==> src/rtl/cache_pkg.sv <==
// rtl/cache_pkg.sv - line layout, FSM states and helper functions for the cache miss controller
package cache_pkg;

  localparam int CACHE_ADDR_W  = 5;
  localparam int CACHE_INDEX_W = 3;
  localparam int CACHE_DATA_W  = 8;
  localparam int TAG_W         = CACHE_ADDR_W - CACHE_INDEX_W;
  localparam int LINE_W        = 3 + TAG_W + CACHE_DATA_W;

  localparam int VALID_B = LINE_W - 1;
  localparam int DIRTY_B = LINE_W - 2;
  localparam int LRU_B   = LINE_W - 3;
  localparam int TAG_HI  = LINE_W - 4;
  localparam int TAG_LO  = CACHE_DATA_W;
  localparam int DATA_HI = CACHE_DATA_W - 1;
  localparam int DATA_LO = 0;

  typedef enum logic [2:0] {
    IDLE, LOOKUP, COMPARE, WB, FETCH, FILL, DONE
  } state_e;

  function automatic logic [LINE_W-1:0] make_line(
    input logic                    valid,
    input logic                    dirty,
    input logic                    lru,
    input logic [TAG_W-1:0]        tag,
    input logic [CACHE_DATA_W-1:0] data
  );
    return {valid, dirty, lru, tag, data};
  endfunction

  // lru lives in way0 only: 0 evicts way0, 1 evicts way1; invalid ways are always preferred
  function automatic logic victim_sel(
    input logic [LINE_W-1:0] e0,
    input logic [LINE_W-1:0] e1
  );
    if (!e0[VALID_B])      return 1'b0;
    else if (!e1[VALID_B]) return 1'b1;
    else                   return e0[LRU_B];
  endfunction

endpackage

==> src/rtl/lru_victim_sel.sv <==
// rtl/lru_victim_sel.sv - picks the eviction way of a set and reports whether it needs write-back
module lru_victim_sel
  import cache_pkg::*;
(
  input  logic [LINE_W-1:0] e0,
  input  logic [LINE_W-1:0] e1,
  output logic              victim,
  output logic              victim_dirty
);

  logic unused_bits;

  assign victim       = victim_sel(e0, e1);
  assign victim_dirty = victim ? (e1[VALID_B] & e1[DIRTY_B])
                               : (e0[VALID_B] & e0[DIRTY_B]);
  assign unused_bits  = ^{e0[TAG_HI:DATA_LO], e1[LRU_B], e1[TAG_HI:DATA_LO]};

endmodule

==> src/rtl/cache_miss_ctrl.sv <==
// rtl/cache_miss_ctrl.sv - 2-way set-associative cache controller: lookup, LRU eviction, write-back and fill
module cache_miss_ctrl
  import cache_pkg::*;
#(
  parameter int ADDR_W  = CACHE_ADDR_W,
  parameter int INDEX_W = CACHE_INDEX_W,
  parameter int DATA_W  = CACHE_DATA_W
) (
  input  logic               clock,
  input  logic               reset,
  input  logic               cpu_req,
  input  logic               cpu_we,
  input  logic [ADDR_W-1:0]  cpu_addr,
  input  logic [DATA_W-1:0]  cpu_wdata,
  output logic               cpu_ready,
  output logic [DATA_W-1:0]  cpu_rdata,
  output logic               hit,
  output logic               miss,
  output logic [INDEX_W-1:0] way_index,
  input  logic [LINE_W-1:0]  way0_rdata,
  input  logic [LINE_W-1:0]  way1_rdata,
  output logic               way0_we,
  output logic               way1_we,
  output logic [LINE_W-1:0]  way0_wdata,
  output logic [LINE_W-1:0]  way1_wdata,
  output logic [ADDR_W-1:0]  mem_addr,
  output logic               mem_we,
  output logic [DATA_W-1:0]  mem_wdata,
  output logic               mem_re,
  input  logic [DATA_W-1:0]  mem_rdata,
  input  logic               mem_valid
);

  state_e               state_q;
  logic [ADDR_W-1:0]    addr_q;
  logic                 we_q;
  logic [DATA_W-1:0]    wdata_q;
  logic [LINE_W-1:0]    e0_q;
  logic                 vic_q;
  logic                 cpu_ready_q, hit_q, miss_q, way0_we_q, way1_we_q, mem_we_q, mem_re_q;
  logic [DATA_W-1:0]    cpu_rdata_q, mem_wdata_q;
  logic [INDEX_W-1:0]   way_index_q;
  logic [LINE_W-1:0]    way0_wdata_q, way1_wdata_q;
  logic [ADDR_W-1:0]    mem_addr_q;

  logic [TAG_W-1:0]     tag;
  logic                 hit0, hit1, victim, victim_dirty, f_vic;
  logic [LINE_W-1:0]    vic_line, f_e0, fill0, fill1, hit0_line, hit1_line, lru0_line;
  logic [DATA_W-1:0]    f_data;

  lru_victim_sel u_victim (
    .e0           (way0_rdata),
    .e1           (way1_rdata),
    .victim       (victim),
    .victim_dirty (victim_dirty)
  );

  assign tag      = addr_q[ADDR_W-1:INDEX_W];
  assign hit0     = way0_rdata[VALID_B] && (way0_rdata[TAG_HI:TAG_LO] == tag);
  assign hit1     = !hit0 && way1_rdata[VALID_B] && (way1_rdata[TAG_HI:TAG_LO] == tag);
  assign vic_line = victim ? way1_rdata : way0_rdata;

  // Fill lines are shared by the COMPARE (write miss), WB and FETCH exits.
  always_comb begin
    f_vic  = (state_q == COMPARE) ? victim : vic_q;
    f_e0   = (state_q == COMPARE) ? way0_rdata : e0_q;
    f_data = we_q ? wdata_q : mem_rdata;
    fill0  = make_line(1'b1, we_q, 1'b1, tag, f_data);
    fill1  = make_line(1'b1, we_q, 1'b0, tag, f_data);
    if (f_vic) begin
      fill0        = f_e0;
      fill0[LRU_B] = 1'b0;
    end
    hit0_line = make_line(1'b1, way0_rdata[DIRTY_B] | we_q, 1'b1, tag,
                          we_q ? wdata_q : way0_rdata[DATA_HI:DATA_LO]);
    hit1_line = make_line(1'b1, 1'b1, way1_rdata[LRU_B], tag, wdata_q);
    lru0_line        = way0_rdata;
    lru0_line[LRU_B] = 1'b0;
  end

  always_ff @(posedge clock) begin
    if (reset) begin
      state_q      <= IDLE;
      addr_q       <= '0;
      we_q         <= 1'b0;
      wdata_q      <= '0;
      e0_q         <= '0;
      vic_q        <= 1'b0;
      cpu_ready_q  <= 1'b0;
      hit_q        <= 1'b0;
      miss_q       <= 1'b0;
      cpu_rdata_q  <= '0;
      way_index_q  <= '0;
      way0_we_q    <= 1'b0;
      way1_we_q    <= 1'b0;
      way0_wdata_q <= '0;
      way1_wdata_q <= '0;
      mem_addr_q   <= '0;
      mem_we_q     <= 1'b0;
      mem_wdata_q  <= '0;
      mem_re_q     <= 1'b0;
    end else begin
      cpu_ready_q <= 1'b0;
      hit_q       <= 1'b0;
      miss_q      <= 1'b0;
      way0_we_q   <= 1'b0;
      way1_we_q   <= 1'b0;
      mem_we_q    <= 1'b0;
      case (state_q)
        IDLE: if (cpu_req) begin
          addr_q      <= cpu_addr;
          we_q        <= cpu_we;
          wdata_q     <= cpu_wdata;
          way_index_q <= cpu_addr[INDEX_W-1:0];
          state_q     <= LOOKUP;
        end
        LOOKUP: state_q <= COMPARE;
        COMPARE: begin
          e0_q  <= way0_rdata;
          vic_q <= victim;
          if (hit0 || hit1) begin
            state_q     <= DONE;
            cpu_ready_q <= 1'b1;
            hit_q       <= 1'b1;
            way0_we_q   <= 1'b1;
            if (hit0) begin
              way0_wdata_q <= hit0_line;
              if (!we_q) cpu_rdata_q <= way0_rdata[DATA_HI:DATA_LO];
            end else begin
              way0_wdata_q <= lru0_line;
              way1_we_q    <= we_q;
              way1_wdata_q <= hit1_line;
              if (!we_q) cpu_rdata_q <= way1_rdata[DATA_HI:DATA_LO];
            end
          end else if (victim_dirty) begin
            state_q     <= WB;
            mem_we_q    <= 1'b1;
            mem_addr_q  <= {vic_line[TAG_HI:TAG_LO], addr_q[INDEX_W-1:0]};
            mem_wdata_q <= vic_line[DATA_HI:DATA_LO];
          end else if (we_q) begin
            state_q      <= FILL;
            way0_we_q    <= 1'b1;
            way1_we_q    <= f_vic;
            way0_wdata_q <= fill0;
            way1_wdata_q <= fill1;
          end else begin
            state_q    <= FETCH;
            mem_re_q   <= 1'b1;
            mem_addr_q <= addr_q;
          end
        end
        WB: if (we_q) begin
          state_q      <= FILL;
          way0_we_q    <= 1'b1;
          way1_we_q    <= f_vic;
          way0_wdata_q <= fill0;
          way1_wdata_q <= fill1;
        end else begin
          state_q    <= FETCH;
          mem_re_q   <= 1'b1;
          mem_addr_q <= addr_q;
        end
        FETCH: if (mem_valid) begin
          state_q      <= FILL;
          mem_re_q     <= 1'b0;
          cpu_rdata_q  <= mem_rdata;
          way0_we_q    <= 1'b1;
          way1_we_q    <= f_vic;
          way0_wdata_q <= fill0;
          way1_wdata_q <= fill1;
        end
        FILL: begin
          state_q     <= DONE;
          cpu_ready_q <= 1'b1;
          miss_q      <= 1'b1;
        end
        DONE:    state_q <= IDLE;
        default: state_q <= IDLE;
      endcase
    end
  end

  assign cpu_ready  = cpu_ready_q;
  assign cpu_rdata  = cpu_rdata_q;
  assign hit        = hit_q;
  assign miss       = miss_q;
  assign way_index  = way_index_q;
  assign way0_we    = way0_we_q;
  assign way1_we    = way1_we_q;
  assign way0_wdata = way0_wdata_q;
  assign way1_wdata = way1_wdata_q;
  assign mem_addr   = mem_addr_q;
  assign mem_we     = mem_we_q;
  assign mem_wdata  = mem_wdata_q;
  assign mem_re     = mem_re_q;

endmodule

==> config.mk <==
export PLATFORM = sky130hd
export DESIGN_NAME = cache_miss_ctrl
export DESIGN_NICKNAME = d
export VERILOG_FILES = /design/src/rtl/cache_pkg.sv /design/src/rtl/lru_victim_sel.sv /design/src/rtl/cache_miss_ctrl.sv
export SDC_FILE = /design/constraint.sdc
export NUM_CORES = 1
export LEC_CHECK = 0
export ABC_AREA = 0
export CAP_MARGIN = 0
export CORE_MARGIN = 1.5
export CORE_UTILIZATION = 47
export DETAILED_ROUTE_END_ITERATION = 7
export DONT_BUFFER_PORTS = 1
export GPL_TIMING_DRIVEN = 1
export PLACE_DENSITY_LB_ADDON = 0.2
export SYNTH_ARGS = -nofsm -noshare
export SYNTH_HDL_FRONTEND = slang
export SYNTH_HIERARCHICAL = 1
export SYNTH_SLANG_ARGS = --single-unit
==> constraint.sdc <==
create_clock -name clock -period 2.56 [get_ports clock]
set_input_delay 0.256 -clock clock [delete_from_list [all_inputs] [get_ports clock]]
set_output_delay 0.256 -clock clock [all_outputs]
set_load 0.03 [all_outputs]
==> flow_summary.toml, run 1 <==
[critical_path]
worstPathRequired_ps = 2790
worst_ep_arrival_time_ps = 2530
crit_chain = "nor2b_1 -> a21oi_1 -> a31oi_1 -> buf_4 -> nand2_1 -> a2111oi_0"
r2r_cells = 6
cp_num_cells = 6
slowest_delay_ps = 480
critical_path_buf_inv_count = 1
worst-path-max-fanout = 10
crit_family = "compound AO/OA/AOI/OAI gates"
cp-start-kind = "flop"
cpMaxStageDelayCell = "dfxtp_1"
end_kind = "flop"
worstSetupPathType = "flop to flop"

[sta]
max_freq_mhz = 434
fin_skew_ps = 7.13
maxSlewHeadroom = 0.514
finalHoldViolations = 0
tightestPinTransition_ps = 729
period_share = 0.900
rsz0062_at_grt = "no"
layout_min_cycle_time_ps = 2300
slew_viol_final = 0
setup_tns_ps = 0
setup_viol = 0

[pwr]
combPwrFrac = 0.229
switching_power_uw = 1180
p_leak_uw = 0.00171
power.internal_uw = 2290
power.share.switching = 0.341
p_seq_frac = 0.464
max-vdd-ir-drop_mv = 0.357
power_density_nw_per_um2 = 755
power_uw = 3480
power_frac_clock = 0.307

[yosys]
ys_seq_area_frac = 0.398
synth-edff-count = 0
synth.avg_cell_area_um2 = 7.95
synth-async-reset-ratio = 0
synth_area_um2 = 4220
synth_cell_types = 56
synth_cells = 531
synth_warnings = 6
ys_ff_latch = 84
synth.net_count = 583
synth_ff_type = "dfxtp_1"

[detailed_routing]
drc_errors = 0
drt-vias-per-instance = 6.19
ant_nets = 0
vias = 3954
drtIter0Drc = 281
routed_wl_mm = 13.1
wl_per_cell_um = 20.4
firstDrtPassIters = 4

[placed_design]
gp_congestion = 0.965
port_buffers = 0
dp_hpwl_mm = 9.71
dp_cells = 620
dpl-instance-area_um2 = 4330

[floorplanning]
die_x_um = 97.8
top_level_ports = 109
row_count = 34
initial_core_util = 0.484
fp.dieH_um = 97.8
die-area_um2 = 9560
core_um2 = 8720

[finish]
register_area_um2 = 1680
fill_cells = 843
diodes = 0
multiInputGateArea_um2 = 2300
post-route-cell-area_um2 = 4610
fin_nets = 578
final_cells = 639
syn2layout_area_growth_pct = 9.10
post_route_cells_drive_above_1_share = 0.113

[global_routing]
top_usage_layer = "met2"
track_usage = 0.274
gr-usage-met3 = 0.0759
grt_use_met1 = 0.340
grt_max_degree = 66
grt_first_pass_wirelength_mm = 20.6
antenna_found_initial = 0
grt_pass1_vias = 3792
overflow = 0
use_met2 = 0.455

[clocking]
cts_buffers = 9
cts_tree = "built"
cts-resized-gates = 0
post-cts-setup-buffers = 0
cts-root-buf = "clkbuf_8"
clkLatencyLatePin_ps = 350
cts.sinks = 84
path_clk_slew_ps = 90
h-tree-depth = 3
clk_path_buf_depth = 2

[run_status]
status = "complete, no violations"

[flow_run]
maxCapViolCount = 0

[hold_path]
hp-class = "input port to flop"
whs_path_depth = 2
[area by class of cell]
class / instances / area share
Sequential cell: 84 / 0.365
Multi-Input combinational cell: 393 / 0.500
Tap cell: 108 / 0.0293
Timing Repair Buffer: 25 / 0.0462
Clock buffer: 11 / 0.0307
Inverter: 13 / 0.0106
Clock inverter: 5 / 0.0185
[cell families (layout without fill, tap and decap cells)]
family	Yosys count	count (layout)	synth area share
DFF	84	84	0.398
muxes	37	37	0.0898
and+or+nand+nor	207	207	0.215
xor gates and xnor gates	4	4	0.00830
AOI/OAI and AO/OA	145	145	0.231
buffers and inverters	54	54	0.0575
[cell usage in the layout (no fill, tap or decap), drive strengths merged, types with 3 or more instances in the layout]
cell type and instances:
mux2i 30, dfxtp 84, mux2 7, nand2 100, a2111oi 4, buf 23
nand2b 3, inv 13, nor3 10, nor2b 4, a21oi 52, and3 8
o22ai 7, xnor2 4, a31oi 13, clkbuf 11, o221ai 3, a22oi 5
a311oi 3, a221o 5, o21ai 16, a211oi 14, nand4 3, o2bb2ai 7
nor2 56, nand3 10
[worst reg2reg max path: cells and delay by family, from the launching register on]
kind / cells / cell delay (ps)
AO/OA/AOI/OAI: 3 / 910
AND/OR/NAND/NOR: 2 / 540
flip-flops: 1 / 480
buffers and inverters: 1 / 240
[power groups by stage]
stage / combinational, µW / sequential, µW / clock (µW)
3_5_place_dp: 761 / 1640 / 0
2_1_floorplan: 637 / 1580 / 0
5_1_grt: 878 / 1630 / 1130
4_1_cts: 788 / 1610 / 1080
3_3_place_gp: 752 / 1640 / 0
6_report: 797 / 1610 / 1070
[metrics by stage]
| step | util | setup WS [ps] | hold slack, ps |
|---|---|---|---|
| after floorplan | - | 440 | 353 |
| after global placement | 0.497 | 317 | 330 |
| after detailed placement | 0.497 | 350 | 333 |
| after CTS | 0.528 | 325 | 16.6 |
| after global routing | 0.528 | 134 | 15.0 |
| final | 0.528 | 257 | 23.0 |
[worst paths after layout]
kind	startpoint	endpoint	slack [ps]
setup / recovery	state_q[1]$_SDFFE_PP0P_	way0_wdata[5]$_SDFFE_PP0P_	260
setup reg to reg	state_q[1]$_SDFFE_PP0P_	way0_wdata[5]$_SDFFE_PP0P_	260
hold reg to reg	e0_q[9]$_SDFF_PP0_	e0_q[9]$_SDFF_PP0_	460
hold / removal	way0_rdata[0]	e0_q[0]$_SDFF_PP0_	20
[timing repair]
| action | in CTS | in global routing |
|---|---|---|
| endpoints found under the hold margin | 65 | 0 |
| hold buffers | 3 | 0 |
| endpoints found under the setup margin | 0 | 0 |
[synth_stat cells (all sizes together), types with 4 or more instances]
master | count | area (µm²)
a2111oi | 4 | 35.0
and3 | 8 | 50.1
o22ai | 7 | 43.8
nor3 | 10 | 50.1
o21ai | 16 | 80.1
nand2 | 100 | 375
clkbuf | 26 | 97.6
inv | 13 | 48.8
o2bb2ai | 7 | 61.3
a221o | 5 | 53.8
a31oi | 13 | 81.3
nor2b | 4 | 25.0
a21oi | 52 | 283
nor2 | 56 | 210
buf | 15 | 96.3
nand3 | 10 | 50.1
mux2 | 7 | 78.8
a22oi | 5 | 37.5
mux2i | 30 | 300
xnor2 | 4 | 35.0
dfxtp | 84 | 1680
a211oi | 14 | 105
[sequential cells by signal (all words and copies together), names as in the netlist]
| register | count |
|---|---|
| addr_q | 5 |
| cpu_rdata | 8 |
| cpu_ready | 1 |
| e0_q | 12 |
| hit | 1 |
| mem_addr | 5 |
| mem_re | 1 |
| mem_wdata | 8 |
| mem_we | 1 |
| miss | 1 |
| state_q | 3 |
| vic_q | 1 |
| way0_wdata | 13 |
| way0_we | 1 |
| way1_wdata | 13 |
| way1_we | 1 |
| wdata_q | 8 |
| we_q | 1 |
[layer usage]
metal / routed length [µm] / vias up / part of all wire
li1: - / 1878 / -
met5: 0 / - / 0
met4: 254 / 0 / 0.019
met3: 1290 / 25 / 0.099
met2: 6320 / 188 / 0.48
met1: 5200 / 1863 / 0.40
Power figures use the tool's default switching activity.
==> run 2: changes to the inputs <==
REMOVE_ABC_BUFFERS = 1   (was unset)
==> run 2 against run 1 <==
- sequential power is essentially flat
- worst setup slack gained 7.0 ps
- global-route usage shrank 1.1 points
- combinational power shrank 2%
==> flow_summary.toml, run 2 (synthesis gave the netlist of run 1 again) <==
[sta]
slew_viol_final = 0
finalHoldViolations = 0
setup_viol = 0
fin_skew_ps = 11.6
max_freq_mhz = 436
layout_min_cycle_time_ps = 2300
setup_tns_ps = 0
period_share = 0.897
maxSlewHeadroom = 0.615
rsz0062_at_grt = "no"
tightestPinTransition_ps = 573

[clocking]
path_clk_slew_ps = 90
clkLatencyLatePin_ps = 370
cts_tree = "built"
cts-resized-gates = 0
cts.sinks = 84
clk_path_buf_depth = 2
cts-root-buf = "clkbuf_8"
post-cts-setup-buffers = 0
h-tree-depth = 3
cts_buffers = 9

[pwr]
power_uw = 3340
combPwrFrac = 0.233
switching_power_uw = 1170
p_leak_uw = 0.00168
power_density_nw_per_um2 = 737
power.internal_uw = 2170
power.share.switching = 0.351
max-vdd-ir-drop_mv = 0.345
power_frac_clock = 0.285
p_seq_frac = 0.481

[critical_path]
worstPathRequired_ps = 2870
worst_ep_arrival_time_ps = 2600
r2r_start = "state_q[1]$_SDFFE_PP0P_"
cp-start-kind = "flop"
r2r_setup_slack_ps = 260
end_kind = "flop"
endpoint = "way1_wdata[7]$_SDFFE_PP0P_"
timing.rr.end = "way1_wdata[7]$_SDFFE_PP0P_"
crit_start = "state_q[1]$_SDFFE_PP0P_"
worst-path-max-fanout = 10
r2r_cells = 6
worstSetupPathType = "flop to flop"

[floorplanning]
core_um2 = 8720
initial_core_util = 0.484
die-area_um2 = 9560
row_count = 34
die_x_um = 97.8
top_level_ports = 109
fp.dieH_um = 97.8

[finish]
fill_cells = 847
layout_common_cells = "nand2_1 (100), dfxtp_1 (84), nor2_1 (56), a21oi_1 (50), mux2i_1 (30)"
diodes = 0
syn2layout_area_growth_pct = 7.47
fin_nets = 574
layout_commonest_cell = "nand2_1"
post_route_cells_drive_above_1_share = 0.108

[global_routing]
grt_max_degree = 67
grt_first_pass_wirelength_mm = 19.7
track_usage = 0.263
antenna_found_initial = 0
grt_pass1_vias = 3618
overflow = 0

[placed_design]
port_buffers = 0
gp_congestion = 0.931
dp_hpwl_mm = 8.96

[flow_run]
maxCapViolCount = 0

[detailed_routing]
vias = 3932
wl_per_cell_um = 19.9
ant_nets = 0
drc_errors = 0
drtIter0Drc = 294
drt-vias-per-instance = 6.20
firstDrtPassIters = 5
routed_wl_mm = 12.6

[run_status]
status = "complete, no violations"

[hold_path]
hp-class = "input port to flop"
run 2: cell types whose count changed in the layout (fill, tap and decap cells not counted):
cell           previous run  this run
buf_4                    22        19
bufinv_16                 2         1
clkbuf_1                  1         0
clkinv_2                  0         3
clkinv_4                  2         0
dlygate4sd3_1             2         1
run 2: power groups by stage:
stage / combinational, µW / sequential, µW / clock [µW]
2_1_floorplan: 531 / 1610 / 0
3_3_place_gp: 734 / 1630 / 0
3_5_place_dp: 743 / 1640 / 0
4_1_cts: 772 / 1610 / 974
5_1_grt: 859 / 1620 / 1020
6_report: 780 / 1610 / 953
run 2: metrics by stage:
| stage | hold slack [ps] | util | instances | setup slack [ps] | area [µm²] |
|---|---|---|---|---|---|
| 2_1_floorplan | 325 | - | 490 | -143 | 4030 |
| 3_3_place_gp | 334 | 0.494 | 617 | 476 | 4310 |
| 3_5_place_dp | 335 | 0.494 | 617 | 333 | 4310 |
| 4_1_cts | 5.06 | 0.520 | 634 | 311 | 4540 |
| 5_1_grt | 1.49 | 0.520 | 634 | 99.1 | 4540 |
| 6_report | 10.8 | 0.520 | 634 | 264 | 4540 |
run 2: routing by layer:
layer	global-route usage	routed length, µm	vias to the layer above
li1	-	-	1870
met1	0.349	5430	1855
met2	0.410	5760	181
met3	0.0744	1110	26
met4	0.0945	299	0
met5	0	0	-
run 2: area by class of cell:
cell class / instances / area, µm² / share of cell area
Clock buffer: 10 / 138 / 0.0303
Clock inverter: 5 / 52.6 / 0.0116
Inverter: 13 / 48.8 / 0.0108
Multi-Input combinational cell: 393 / 2300 / 0.507
Sequential cell: 84 / 1680 / 0.371
Tap cell: 108 / 135 / 0.0298
Timing Repair Buffer: 21 / 180 / 0.0397
run 2: what timing repair did:
item,CTS,global route
hold buffers,2,0
setup endpoints to repair,0,0
endpoints found under the hold margin,66,0
run 2: worst min path at each step:
stage	from	endpoint	slack [ps]	depth (start not counted)
after global routing	cpu_wdata[1]	wdata_q[1]$_SDFFE_PP0P_	1	2
after global placement	reset	e0_q[5]$_SDFF_PP0_	330	1
after CTS	cpu_addr[4]	addr_q[4]$_SDFFE_PP0P_	5	2
after detailed placement	reset	e0_q[5]$_SDFF_PP0_	330	1
after floorplan	reset	addr_q[0]$_SDFFE_PP0P_	330	1
final	way0_rdata[4]	e0_q[4]$_SDFF_PP0_	10	2
run 2: worst max-delay path, cell delays in order (launching register included):
cell	delay, ps
dfxtp_1	490
nor2b_1	290
a21oi_1	160
nor2_1	300
nand2_1	210
nor3_1	530
a221o_1	240
